`src/rtl/seg_number_gen.sv`:
```
// seg_number_gen: 3-bit digit counter for the seven-segment decoder, stepped by a
// prescaler in RUN or by a debounced step button in PAUSE; a debounced run button toggles mode.
module seg_number_gen #(
    parameter int DIV_CYCLES = 50_000_000,
    parameter int DB_CYCLES  = 1_000_000
) (
    input  logic       clk,
    input  logic       rst,
    input  logic       btn_run,
    input  logic       btn_step,
    input  logic       sw_dir,
    output logic [2:0] number,
    output logic       running,
    output logic       step_o
);
    localparam int DW = $clog2(DB_CYCLES + 1);
    localparam int PW = $clog2(DIV_CYCLES);
    typedef enum logic {PAUSE, RUN} state_t;
    state_t        state;
    logic [1:0]    btn, s1, s2, db, db_q;
    logic [DW-1:0] cnt [2];
    logic [PW-1:0] pre;
    logic          run_p, step_p, tick, step_ev;
    assign btn = {btn_step, btn_run};
    // Index 0 is the run button, index 1 the step button.
    for (genvar i = 0; i < 2; i++) begin : g_btn
        always_ff @(posedge clk or posedge rst)
            if (rst) begin
                s1[i]   <= 1'b0;
                s2[i]   <= 1'b0;
                db[i]   <= 1'b0;
                db_q[i] <= 1'b0;
                cnt[i]  <= '0;
            end else begin
                s1[i]   <= btn[i];
                s2[i]   <= s1[i];
                db_q[i] <= db[i];
                if (s2[i] == db[i])
                    cnt[i] <= '0;
                else if (cnt[i] == DW'(DB_CYCLES - 1)) begin
                    db[i]  <= s2[i];
                    cnt[i] <= '0;
                end else
                    cnt[i] <= cnt[i] + 1'b1;
            end
    end
    assign run_p   = db[0] & ~db_q[0];
    assign step_p  = db[1] & ~db_q[1];
    assign tick    = (state == RUN) && (pre == PW'(DIV_CYCLES - 1));
    assign step_ev = (state == RUN) ? tick : step_p;
    // The prescaler restarts on every mode change so RUN always begins a full period.
    always_ff @(posedge clk or posedge rst)
        if (rst) begin
            state   <= PAUSE;
            running <= 1'b0;
            pre     <= '0;
            number  <= 3'd0;
            step_o  <= 1'b0;
        end else begin
            step_o <= step_ev;
            pre    <= (run_p || state == PAUSE || tick) ? '0 : pre + 1'b1;
            if (step_ev)
                number <= sw_dir ? number - 3'd1 : number + 3'd1;
            if (run_p) begin
                state   <= (state == RUN) ? PAUSE : RUN;
                running <= (state == PAUSE);
            end
        end
endmodule
```
`config.mk`:
```
export PLATFORM = sky130hd
export DESIGN_NAME = seg_number_gen
export DESIGN_NICKNAME = d
export VERILOG_FILES = /design/src/rtl/seg_number_gen.sv
export SDC_FILE = /design/constraint.sdc
export NUM_CORES = 1
export LEC_CHECK = 0
export BUFFER_PORTS_ARGS = -buffer_cell sky130_fd_sc_hd__buf_2
export CAP_MARGIN = 10
export CORE_UTILIZATION = 27
export CTS_CLUSTER_DIAMETER = 50
export DETAILED_ROUTE_END_ITERATION = 8
export GPL_TIMING_DRIVEN = 0
export HOLD_SLACK_MARGIN = 0.02
export PLACE_DENSITY_LB_ADDON = 0.3
export SLEW_MARGIN = 40
export SYNTH_ARGS = -nofsm -noshare
export SYNTH_HDL_FRONTEND = slang
export SYNTH_SLANG_ARGS = --single-unit
```
`constraint.sdc`:
```
create_clock -name clk -period 3.3 [get_ports clk]
set_clock_uncertainty 0.1 [all_clocks]
set_input_delay 0.495 -clock clk [delete_from_list [all_inputs] [get_ports clk]]
set_output_delay 0.495 -clock clk [all_outputs]
set_load 0.01 [all_outputs]
```
==> metrics, run 1 <==
status=completed; nets=398; total global routing overflow=0; startpoint types=register; CP Max Fanout=10; Power per Cell Area=around 490 nW/um^2; vias per cell=4.54; die width=120 um; Die Area=14400 um^2; combinational power share=0.024; ANT cells=0; Mapped Cells=368; Post-CTS Setup Bufs=0; Least-Margin Pin Slew=between 0.5 and 0.6 ns; DRT iter0 DRCs=~120; leading area contributor after synthesis=dfrtp_1; Core Area=13400 um^2; Worst Setup Path Type=register to register; routability cong.=about 0.75; Worst EP arrival=2.28 ns; Top FF cell, synth=dfrtp_1; sequential-to-total area share from yosys stat=0.527; HP Class=input port to async pin; remaining antenna violation count=0; Routed Wire Length=between 6 and 7 mm; syn nets=between 300 and 400; clk sinks=79; vias=2588; Clock Latency Late Sink=0.34 ns; CTS buffer count=9; final hold vios=0; top cell type's share of synthesized area=0.527; H-tree level count=3; most frequent cells in the layout=dfrtp_1, nor2_1, xor2_1; CTS root buf=clkbuf_16; Post-synth ARST share=1.00; register share of total power=0.457; P_sw=between 0.0004 and 0.0005 W; final setup fails=0; vias in the first global route=2590; clk buf depth=2; leakage=1.91 nW; first-pass GRT wire length=12.1 mm; WP data required=3.40 ns; max-cap check violation count=0; CTS tree=done; largest net degree at the start of global routing=50; Synth cell types=38; Die Y=120 um; worst setup margin=1.11 ns; layout cells sized above 1=0.107; Post-synth EDFFs=0; Worst slew margin=0.619; Site Rows=42; cts hold-fix bufs=0; fill count=1370; Worst VDD drop=0.221 mV; DP HPWL=4.56 mm; post_cts resized=0; I/O Buffers=9; top cells by area, synth=dfrtp_1, xor2_1, nor2_1; Slew Limit Fails=0; DRT Pass-1 Iters=5; endpoint class of the critical path=register; RSZ-0062 raised after global routing=no; Post-route DRC=0; most common cell after layout, fill and taps aside=dfrtp_1; # IOs=10; setup TNS=0 ns; setup slack at placement=1.10 ns; upper clock frequency limit=about 460 MHz; area delta synth->final=17.3%; Final period util=0.662; Yosys warnings=0; CTS clk-pin slew, worst paths=around 0.06 ns; P_int=roughly 0.0017 W; Synth Cell Area=about 3800 um^2; #FFs+latches synth=79; Period minus WS final=2.19 ns; Initial Utilization=0.280; Syn Area/Cell=~10 um^2; Clk pwr share=0.519; Sw Share=0.196; GRT Util Overall=0.106; wire length per cell=~12 um; initial antenna violation count=0
per-stage QoR:
step | std cells | util | power, W | cell area (um^2) | hold WS (ns)
floorplan | 368 | - | 0.00104 | 3750 | 0.231
global placement | 553 | 0.300 | 0.00105 | 4020 | 0.235
detailed placement | 554 | 0.302 | 0.00106 | 4050 | 0.238
CTS | 570 | 0.327 | 0.00219 | 4390 | 0.0309
global route | 570 | 0.328 | 0.00224 | 4400 | 0.0475
finish | 570 | 0.328 | 0.00215 | 4400 | 0.0337
critical path, cell delays in order (launching register included):
cell and delay (ns):
dfrtp_1 0.39, ha_1 0.23, and4_1 0.29, and4_1 0.30, nand2_1 0.13, nand2_1 0.10
clkbuf_1 0.38, nor2_1 0.12
cell type report:
cell class / instances / area [um^2] / area share
Sequential cell: 79 / 1980 / 0.449
Multi-Input combinational cell: 267 / 1690 / 0.385
Clock buffer: 10 / 229 / 0.0520
Tap cell: 176 / 220 / 0.0501
Clock inverter: 6 / 109 / 0.0247
Timing Repair Buffer: 10 / 72.6 / 0.0165
Buffer: 11 / 51.3 / 0.0117
Inverter: 11 / 46.3 / 0.0105
metal layers:
metal / GRT usage / vias up / routed length (um)
met3: 0.0371 / 9 / 202
met1: 0.143 / 1252 / 3480
li1: - / 1297 / -
met2: 0.159 / 30 / 2900
met4: 0.0352 / 0 / 85
met5: 0 / - / 0
logic make-up after synthesis:
logic type | after synthesis | synth area share
XOR/XNOR | 61 | 0.142
adder cells (fa/ha/maj) | 4 | 0.0153
flip-flops | 79 | 0.527
AND/OR/NAND/NOR | 190 | 0.270
buffers and inverters | 22 | 0.0247
multiplexers | 1 | 0.00300
AO/OA/AOI/OAI | 11 | 0.0177
power groups by stage:
stage	clock (W)	sequential, W	combinational (W)
2_1_floorplan	0	0.00100	0.0000356
3_3_place_gp	0	0.00100	0.0000488
3_5_place_dp	0	0.00100	0.0000543
4_1_cts	0.00115	0.000985	0.0000543
5_1_grt	0.00120	0.000985	0.0000614
6_report	0.00112	0.000985	0.0000513
cells in the mapped netlist, drive strengths merged (6+ instances only):
cell type / n
nor4: 8
nand2: 24
nor2: 68
xor2: 42
nand3: 29
and4: 9
buf: 6
nand4: 19
xnor2: 19
dfrtp: 79
inv: 11
and3: 9
worst paths after layout:
check | startpoint | slack, ns | to | cells after the start
min reg2reg | s1[0]$_DFF_PP0_ | 0.25 | s2[0]$_DFF_PP0_ | 0
min in group clk | btn_step | 0.17 | s1[1]$_DFF_PP0_ | 1
min | rst | 0.03 | s1[0]$_DFF_PP0_ | 2
max | pre[0]$_DFF_PP0_ | 1.11 | pre[20]$_DFF_PP0_ | 7
max in group asynchronous | rst | 2.54 | step_o$_DFF_PP0_ | 3
max reg2reg | pre[0]$_DFF_PP0_ | 1.11 | pre[20]$_DFF_PP0_ | 7
sequential cells by signal, indices dropped and copies added (netlist names):
name / flops
cnt: 40
s1: 2
db_q: 2
db: 2
step_o: 1
running: 1
s2: 2
number: 3
pre: 26
(Power assumes the default switching activity.)
==> run 2, diff against run 1 <==
==> constraint.sdc (replaced) <==
create_clock -name clk -period 1.9 [get_ports clk]
set_clock_uncertainty 0.1 [all_clocks]
set_input_delay 0.285 -clock clk [delete_from_list [all_inputs] [get_ports clk]]
set_output_delay 0.285 -clock clk [all_outputs]
set_load 0.01 [all_outputs]
==> metrics, run 2 (synthesis gave the netlist of run 1 again) <==
status=finished, violations left; failing checks=setup timing; CP Max Fanout=5; cells on worst reg2reg path=5; Die Area=14400 um^2; routability cong.=about 0.72; Site Rows=42; GRT Util Overall=0.113; HP Class=input port to register; remaining antenna violation count=0; nets=411; WHS Path Cells=4; fin util=0.352; Clock Latency Late Sink=0.34 ns; Worst R2R End=cnt[14]$_DFF_PP0_; endpoint class of the critical path=register; max-cap check violation count=0; DRT iter0 DRCs=89; Largest regs=cnt x40, pre x26, number x3; worst setup margin=-0.0170 ns; DP HPWL=4.84 mm; Worst EP arrival=between 2 and 2.5 ns; Initial Utilization=0.280; Period minus WS final=1.92 ns; Die Y=120 um; Routed Wire Length=7.29 mm; die width=120 um; leakage=approximately 2 nW; largest net degree at the start of global routing=25; Fin Hold WS=slightly below 0.2 ns; CTS tree=done; final non-filler cell area=4720 um^2; hold path start=sw_dir; final hold vios=0; area delta synth->final=25.9%; most frequent cells in the layout=dfrtp_1, nor2_1, xor2_1; Largest register FFs=40; first-pass GRT wire length=12.8 mm; initial antenna violation count=0; startpoint types=register; Post-route DRC=0; Placed Instance Area=4090 um^2; # IOs=10; total power=0.00343 W; vias in the first global route=~2700; Worst Setup Path Type=register to register; Worst VDD drop=around 0.38 mV; total global routing overflow=0; wire length per cell=12.5 um; Final period util=1.01; final setup fails=15; ANT cells=0; clk buf depth=2; Worst slew margin=0.599; CTS root buf=clkbuf_16; WP data required=2.02 ns; Least-Margin Pin Slew=around 0.60 ns; Slew Limit Fails=0; Largest Register=cnt; vias per cell=4.63; reg2reg start=cnt[12]$_DFF_PP0_; worst reg2reg setup slack=-0.02 ns; RSZ-0062 raised after global routing=yes; Core Area=13400 um^2; Hold EP=number[2]$_DFFE_PP0P_; most common cell after layout, fill and taps aside=dfrtp_1; H-tree level count=3; I/O Buffers=9; CTS clk-pin slew, worst paths=0.06 ns; fill count=roughly 1400; vias=2701; CTS buffer count=9; DRT Pass-1 Iters=4; Power per Cell Area=between 700 and 800 nW/um^2; clk sinks=79; layout cells sized above 1=0.194; upper clock frequency limit=522 MHz
[run 2: power breakdown]
group          leakage, nW  switching (W)  internal [W]
clock network        0.136       0.000637      0.000951
logic                0.820      0.0000721     0.0000544
registers             1.08      0.0000139       0.00170
total                 2.04       0.000723       0.00270
[run 2: worst max-delay path by stage]
stage	from	end	slack, ns	depth (start not counted)
2_1_floorplan	cnt[0]$_DFF_PP0_	cnt[11]$_DFF_PP0_	0.03	7
3_3_place_gp	cnt[0]$_DFF_PP0_	cnt[11]$_DFF_PP0_	-0.26	7
3_5_place_dp	cnt[0]$_DFF_PP0_	cnt[9]$_DFF_PP0_	-0.28	7
4_1_cts	pre[0]$_DFF_PP0_	pre[25]$_DFF_PP0_	0.02	5
5_1_grt	pre[9]$_DFF_PP0_	pre[17]$_DFF_PP0_	-0.08	4
6_report	cnt[12]$_DFF_PP0_	cnt[14]$_DFF_PP0_	-0.02	5
[run 2: worst max-delay path, cell delays in order (launching register included)]
cell	delay [ns]
dfrtp_1	0.40
or4_4	0.55
nor4_4	0.31
nand2b_4	0.24
clkbuf_16	0.16
nor2_1	0.04
[run 2: stage by stage]
stage | TNS [ns] | instances | setup slack [ns]
after global placement | -11.13 | 553 | -0.263
after CTS | 0 | 578 | 0.0236
final | -0.146 | 583 | -0.0170
after floorplan | 0 | 368 | 0.0295
after detailed placement | -12.13 | 556 | -0.277
after global routing | -1.55 | 583 | -0.0811
[run 2: layout make-up]
| class | instances | area (um^2) | area share |
|---|---|---|---|
| flip-flops and latches | 79 | 1980 | 0.419 |
| multi-input cells | 267 | 1870 | 0.396 |
| clock buffers | 13 | 260 | 0.0551 |
| repair buffers | 25 | 256 | 0.0543 |
| well taps | 176 | 220 | 0.0466 |
| plain buffers | 9 | 72.6 | 0.0154 |
| inverters | 11 | 45.0 | 0.00954 |
| clock inverters | 3 | 17.5 | 0.00371 |
[run 2: layer usage]
| metal | up-vias | GRT usage | share of wire |
|---|---|---|---|
| li1 | 1324 | - | - |
| met2 | 27 | 0.176 | 0.47 |
| met4 | 0 | 0.0375 | 0.012 |
| met3 | 8 | 0.0371 | 0.030 |
| met1 | 1342 | 0.146 | 0.49 |
| met5 | - | 0 | 0 |
[run 2: what timing repair did]
item | CTS | global route
cloned | 0 | 2
endpoints found under the hold margin | 12 | 0
pin swaps | 3 | 10
gates resized for setup | 22 | 32
endpoints found under the setup margin | 55 | 56
buffers inserted | 4 | 4
hold buffers | 3 | 0
